### config.mk
export PLATFORM = sky130hd
export DESIGN_NAME = lfsr_scrambler_par
export DESIGN_NICKNAME = d
export VERILOG_FILES = /design/src/rtl/scrambler_pkg.sv /design/src/rtl/lfsr_par_core.sv /design/src/rtl/lfsr_scrambler_par.sv
export SDC_FILE = /design/constraint.sdc
export NUM_CORES = 1
export LEC_CHECK = 0
export ABC_CLOCK_PERIOD_IN_PS = 2900
export BUFFER_PORTS_ARGS = -buffer_cell sky130_fd_sc_hd__buf_4
export CORE_MARGIN = 2
export CORE_UTILIZATION = 52
export CTS_CLUSTER_DIAMETER = 40
export CTS_CLUSTER_SIZE = 40
export DETAILED_ROUTE_END_ITERATION = 8
export PLACE_DENSITY = 0.77
export RECOVER_POWER = 100
export SYNTH_ARGS = -nofsm -noshare
export SYNTH_HDL_FRONTEND = slang
export SYNTH_SLANG_ARGS = --single-unit
### constraint.sdc
create_clock -name iclk -period 2.9 [get_ports iclk]
set_input_delay 0.29 -clock iclk [delete_from_list [all_inputs] [get_ports iclk]]
set_output_delay 0.29 -clock iclk [all_outputs]
set_load 0.02 [all_outputs]
### src/rtl/scrambler_pkg.sv
// Shared types and constants for the parallel LFSR scrambler family.
// The default polynomial is the 12-bit FEC-chain polynomial with taps 11, 5, 3 and 0.
`timescale 1ns/1ps
package scrambler_pkg;

  typedef enum logic [1:0] {
    SCR_ADD  = 2'd0,
    SCR_SS   = 2'd1,
    DESCR_SS = 2'd2
  } scr_mode_e;

  localparam int          DEF_LFSR_LEN = 12;
  localparam logic [31:0] DEF_TAPS     = 32'h0000_0829;
  localparam logic [31:0] DEF_SEED     = 32'h0000_0FFF;

  function automatic logic parity(input logic [63:0] v);
    parity = ^v;
  endfunction

endpackage

### src/rtl/lfsr_par_core.sv
// Combinational core: advances the LFSR DATA_W steps in one cycle, MSB of data_in first.
// It holds no state, so multi-lane variants can chain several copies.
`timescale 1ns/1ps
module lfsr_par_core
  import scrambler_pkg::*;
#(
  parameter int                  LFSR_LEN = DEF_LFSR_LEN,
  parameter logic [LFSR_LEN-1:0] TAPS     = DEF_TAPS[LFSR_LEN-1:0],
  parameter int                  DATA_W   = 8,
  parameter int                  MODE     = 0
) (
  input  logic [LFSR_LEN-1:0] state_in,
  input  logic [DATA_W-1:0]   data_in,
  output logic [LFSR_LEN-1:0] state_out,
  output logic [DATA_W-1:0]   data_out
);

  localparam logic [1:0] MODE_BITS = MODE[1:0];
  localparam scr_mode_e  MODE_E    = scr_mode_e'(MODE_BITS);

  logic [LFSR_LEN-1:0] s;
  logic                p;
  logic                fb;

  // The register shifts left, so state bit i is the feedback bit from i+1 steps back.
  always_comb begin
    s        = state_in;
    p        = 1'b0;
    fb       = 1'b0;
    data_out = '0;
    for (int k = DATA_W - 1; k >= 0; k--) begin
      p           = parity(64'(s & TAPS));
      data_out[k] = data_in[k] ^ p;
      case (MODE_E)
        SCR_SS:   fb = data_in[k] ^ p;
        DESCR_SS: fb = data_in[k];
        default:  fb = p;
      endcase
      s = {s[LFSR_LEN-2:0], fb};
    end
    state_out = s;
  end

endmodule

### src/rtl/lfsr_scrambler_par.sv
// Parallel LFSR scrambler/descrambler with valid/ready flow control, sop reseed and per-beat bypass.
// It has a single output register and no skid buffer, so ready is combinational from downstream.
`timescale 1ns/1ps
module lfsr_scrambler_par
  import scrambler_pkg::*;
#(
  parameter int          LFSR_LEN      = DEF_LFSR_LEN,
  parameter logic [31:0] TAPS          = DEF_TAPS,
  parameter logic [31:0] SEED          = DEF_SEED,
  parameter int          DATA_W        = 8,
  parameter int          MODE          = 0,
  parameter int          RESEED_ON_SOP = 1
) (
  input  logic              iclk,
  input  logic              ireset,
  input  logic              ival,
  output logic              ordy_in,
  input  logic              isop,
  input  logic              ieop,
  input  logic              ibypass,
  input  logic [DATA_W-1:0] idata,
  output logic              oval,
  input  logic              irdy_out,
  output logic              osop,
  output logic              oeop,
  output logic [DATA_W-1:0] odata
);

  localparam logic [LFSR_LEN-1:0] TAPS_L    = TAPS[LFSR_LEN-1:0];
  localparam logic [LFSR_LEN-1:0] SEED_L    = SEED[LFSR_LEN-1:0];
  localparam bit                  DO_RESEED = (RESEED_ON_SOP != 0);

  if (LFSR_LEN < 2 || LFSR_LEN > 32) begin : g_err_len
    $error("lfsr_scrambler_par: LFSR_LEN must be 2..32");
  end
  if (DATA_W < 1 || DATA_W > 64) begin : g_err_dw
    $error("lfsr_scrambler_par: DATA_W must be 1..64");
  end
  if ((TAPS >> LFSR_LEN) != 32'd0) begin : g_err_taps_hi
    $error("lfsr_scrambler_par: TAPS has a bit at or above LFSR_LEN");
  end
  if (TAPS == 32'd0) begin : g_err_taps_zero
    $error("lfsr_scrambler_par: TAPS must be nonzero");
  end
  if (MODE < 0 || MODE > 2) begin : g_err_mode
    $error("lfsr_scrambler_par: MODE must be 0, 1 or 2");
  end
  if (MODE == 0 && SEED_L == '0) begin : g_err_seed
    $error("lfsr_scrambler_par: additive mode would lock up with a zero SEED");
  end

  logic [LFSR_LEN-1:0] state;
  logic [LFSR_LEN-1:0] base_state;
  logic [LFSR_LEN-1:0] core_state;
  logic [DATA_W-1:0]   core_data;
  logic                accept;

  assign ordy_in    = ~oval | irdy_out;
  assign accept     = ival & ordy_in;
  assign base_state = (isop && DO_RESEED) ? SEED_L : state;

  lfsr_par_core #(
    .LFSR_LEN (LFSR_LEN),
    .TAPS     (TAPS_L),
    .DATA_W   (DATA_W),
    .MODE     (MODE)
  ) u_core (
    .state_in  (base_state),
    .data_in   (idata),
    .state_out (core_state),
    .data_out  (core_data)
  );

  // A bypassed beat still honours the sop reseed but leaves the keystream position untouched.
  always_ff @(posedge iclk) begin
    if (ireset) begin
      state <= SEED_L;
      oval  <= 1'b0;
      osop  <= 1'b0;
      oeop  <= 1'b0;
      odata <= '0;
    end else if (accept) begin
      state <= ibypass ? base_state : core_state;
      oval  <= 1'b1;
      osop  <= isop;
      oeop  <= ieop;
      odata <= ibypass ? idata : core_data;
    end else if (irdy_out) begin
      oval  <= 1'b0;
    end
  end

endmodule

Word level (Yosys, flattened, before mapping). Cells that the tools add are included.

Input port bits: 15. Word-level logic and storage cells: 30. Register bits after elaboration: 23. Output and inout port bits: 12.

Reductions and logical operators: 9. Mux-type cells: 5. Bitwise gates (word level): 11.

Operators by type and width (number): $reduce_xor 64->1 (8); $mux 12 (2); $mux 8 (1); $xor 1x1->1 (8); $mux 1 (2); $reduce_bool 2->1 (1); $and 1x1->1 (1); $not 1->1 (1); $or 1x1->1 (1).

Depth between registers and ports, before layout.
Depth after elaboration: 11. Depth in mapped cells: 7. Mapped depth without buffers: 6.

Modules after synthesis. From an unflattened synthesis, not the netlist that was laid out.

Cell total of the unflattened synthesis: 129. Area, all modules: 1487.7 µm².

Modules (own cells, without submodules): lfsr_scrambler_par (area an instance 947.2 µm², seq. area each 460.4 µm², cells an instance 92, times used 1); lfsr_par_core (area an instance 540.5 µm², seq. area each 0.0 µm², cells an instance 37, times used 1).

Least setup slack after synthesis. Ideal clock, no wire load.

Path kind: register -> register. From: register state[3]. To: register odata[0]. Slack: 716 ps. Stages on the path, launching flop included: 8. Required time: 2764 ps. Clock period less this slack: 2184 ps. Arrival: 2048 ps. Library setup time: 136 ps. Path buffers: 1. Cell sequence: dfxtp_1 > clkbuf_1 > xnor3_1 > xnor3_2 > xor3_1 > nor3_2 > xnor2_1 > a211oi_2.

Cells in the longest elaborated chain, start to end: 11.

RTL lines: start, declared (RTL line lfsr_scrambler_par.sv:52) `logic [LFSR_LEN-1:0] state;`; start signal, assigned (RTL line lfsr_scrambler_par.sv:83) `state <= ibypass ? base_state : core_state;`; $mux 12 (*) (RTL line lfsr_scrambler_par.sv:60) `assign base_state = (isop && DO_RESEED) ? SEED_L : state;`; $reduce_xor 64->1 (7 in series) (RTL line scrambler_pkg.sv:17) `parity = ^v;`; $reduce_xor 64->1 (*) (RTL line scrambler_pkg.sv:17); $xor 1x1->1 (*) (RTL line lfsr_par_core.sv:33) `data_out[k] = data_in[k] ^ p;`; $mux 8 (*) (RTL line lfsr_scrambler_par.sv:87) `odata <= ibypass ? idata : core_data;`; end signal, assigned (RTL line lfsr_scrambler_par.sv:87); end, declared (RTL line lfsr_scrambler_par.sv:26) `output logic [DATA_W-1:0] odata`.

Every way passes the cells marked *; elsewhere a longest branch is shown, timed or not. A chain may end at the register's enable or synchronous reset.

Final worst setup path.
From: register state[0]. To: register odata[0].

The elaborated chain is that of the path after synthesis.

==> qor.yml <==
timing:
  skew_ps: 6.32
  maxSlewHeadroom_pct: 42.5
  finalSetupViolations: 0
  max_freq_mhz: 423
  period_share_pct: 81.5
  worst_pin_slew_ps: 863
  finalHoldViolCount: 0
  tns_ps: 0
  fin_crit_ps: 2360
  finalMaxSlewViolations: 0
  rsz0062_at_grt: "false"
placed_design:
  io_buffer_count: 26
  dpl_cell_area_um2: 1490
  routabilityCongestion: 0.875
  hpwl_mm: 1.84
setup_path:
  cp_max_fo: 5
  r2r-start: "state[0]$_SDFFE_PP1P_"
  cp_top_family: "XOR/XNOR gates"
  start_kind: "flop"
  required_ps: 3070
  path_cells: "xnor3_1 -> xnor3_1 -> xor3_1 -> nor3_1 -> xnor2_1 -> a211oi_2"
  ff2ff_setup_slack_ps: 540
  arrival_ps: 2540
  crit_path_end_kind: "flop"
  critPathBufInv: 0
  crit_top_cell: "xnor3_1"
  crit_slowest_cell: "xnor3_1"
  critPathMaxStageDelay_ps: 500
  crit_type: "flop to flop"
  crit_start: "state[0]$_SDFFE_PP1P_"
worst_hold_path:
  min_path_type: "primary input to flop"
  min_from: "ieop"
pwr:
  p_leak_uw: 0.000623
  combPwrFrac_pct: 46.3
  p_switching_uw: 334
  p_clk_share_pct: 15.2
  swShare_pct: 34.7
  internal-power_uw: 628
  powerDensity_nw_per_um2: 657
  p_seq_share_pct: 38.4
  irDropWorstVdd_uv: 379
  p_total_uw: 961
cts:
  root_buffer: "clkbuf_4"
  clock_latency_ps: 300
  path_clk_slew_ps: 130
  cts_tree: "built"
  cts.sinks: 23
  clk_path_buf_depth: 2
  cts_setup_buffers: 0
  cts_resized: 0
  cts_buffers: 3
  holdBufCountCts: 0
  ctsHtreeMaxLevel: 1
floorplan:
  die_area_um2: 2880
  die_height_um: 53.7
  fp-row-count: 18
  ioPinCount: 27
  core-area_um2: 2410
  dieWidth_um: 53.7
  start_util_pct: 53.3
final_layout:
  fin_area_um2: 1460
  multi_input_area_um2: 776
  final_cell_mix: "23 x dfxtp_1, 15 x nor2_1, 14 x xnor2_1, 14 x buf_4"
  ff_latch_area_um2: 460
  num_antenna_cells: 0
  fillers: 229
  final_common_cell: "dfxtp_1"
  areaGrowthSynthToFinish_pct: 13.8
  drive_gt1_share_pct: 13.6
  nNetsFinal: 170
global_routing:
  grt_antenna_before_repair: 0
  grtUsageTotal_pct: 19.6
  overflow: 0
  grt_pass1_wl_mm: 4.13
  grt_start_max_net_pins: 24
  grt_pass1_vias: 916
logic_synthesis:
  ys_ff_latch: 23
  yosysUniqueCellTypes: 24
  syn_area_um2: 1280
  syn_nets: 146
  ys_warn_count: 0
  syn_area_per_cell_um2: 9.81
  yosysSeqAreaShare_pct: 35.8
  synth_cells: 131
route:
  drt_iter0_markers: 11
  wirelength_mm: 2.49
  drc_errors: 0
  num_vias: 983
  via_per_inst: 5.34
  firstDrtPassIters: 4
  ant_nets: 0
  post_drt_wl_per_cell_um: 13.5
outcome:
  status: "complete, no violations"
flow_run:
  maxCapViolCount: 0
-- state kept, by name, indices dropped and copies added (netlist names) --
| signal | cells |
|---|---|
| state | 12 |
| oeop | 1 |
| oval | 1 |
| odata | 8 |
| osop | 1 |
-- worst register-to-register path, stage by stage, from the launching register on --
cell	delay, ps
dfxtp_1	440
xnor3_1	500
xnor3_1	460
xor3_1	410
nor3_1	180
xnor2_1	160
a211oi_2	90
-- metrics by stage --
step / worst slack, ps / hold WS [ps] / utilization [%] / cells
after CTS: 592 / 212 / 63.1 / 184
after detailed placement: 643 / 452 / 61.9 / 180
after floorplan: 716 / 391 / - / 131
final: 535 / 217 / 60.7 / 184
after global placement: 693 / 445 / 61.9 / 180
after global routing: 446 / 205 / 60.7 / 184
-- power by group through the flow --
| stage | clock network [uW] | registers (uW) | logic, uW |
|---|---|---|---|
| finish | 147 | 369 | 446 |
| detailed placement | 0 | 377 | 468 |
| global placement | 0 | 375 | 462 |
| global route | 167 | 374 | 485 |
| CTS | 154 | 370 | 470 |
| floorplan | 0 | 389 | 356 |
-- worst paths after layout --
| kind | endpoint | depth (start not counted) |
|---|---|---|
| hold / removal | oeop$_SDFFE_PP0P_ | 3 |
| setup / recovery | odata[0]$_SDFFE_PP0P_ | 6 |
| setup reg to reg | odata[0]$_SDFFE_PP0P_ | 6 |
| hold reg to reg | osop$_SDFFE_PP0P_ | 2 |
-- synthesized netlist by cell type --
cell / number / area [um^2]
nor3_1: 2 / 10.0
xnor3_2: 3 / 71.3
xor3_2: 1 / 25.0
xnor3_4: 1 / 26.3
nand2b_1: 13 / 81.3
o22ai_1: 9 / 56.3
inv_1: 2 / 7.51
xor2_1: 7 / 61.3
buf_2: 2 / 10.0
a21oi_1: 6 / 30.0
xor3_1: 2 / 47.6
xnor3_1: 2 / 45.0
buf_1: 1 / 3.75
nor2_1: 15 / 56.3
a211oi_2: 1 / 12.5
xnor2_1: 14 / 123
nand2_1: 8 / 30.0
dfxtp_1: 23 / 460
o32ai_1: 2 / 17.5
clkbuf_1: 5 / 18.8
nor3_2: 1 / 10.0
and2_1: 1 / 6.26
a211oi_1: 7 / 52.6
o21bai_1: 3 / 22.5
-- per-layer routing --
metal	GRT usage (%)	part of all wire, %	wire length (um)
met1	26.7	45	1120
met2	31.1	50	1240
met3	2.78	3.8	95
met4	8.12	1.4	34
met5	0	0	0
-- cells by family (layout without fill, tap and decap cells) --
family	count (synthesis)	after routing	share of synthesized area [%]
AND/OR/NAND/NOR	40	40	15.1
XOR/XNOR	30	30	31.1
AO/OA/AOI/OAI	28	28	14.9
flip-flops	23	23	35.8
buffers and inverters	10	33	3.12
-- area by class of cell --
type,instances,area share [%]
clock buffer,3,1.54
clock inverter,1,0.342
inverter,2,0.513
multi-input combinational,98,53.0
sequential,23,31.5
tap,30,2.57
timing repair buffer,27,10.5
(Power assumes the default switching activity.)
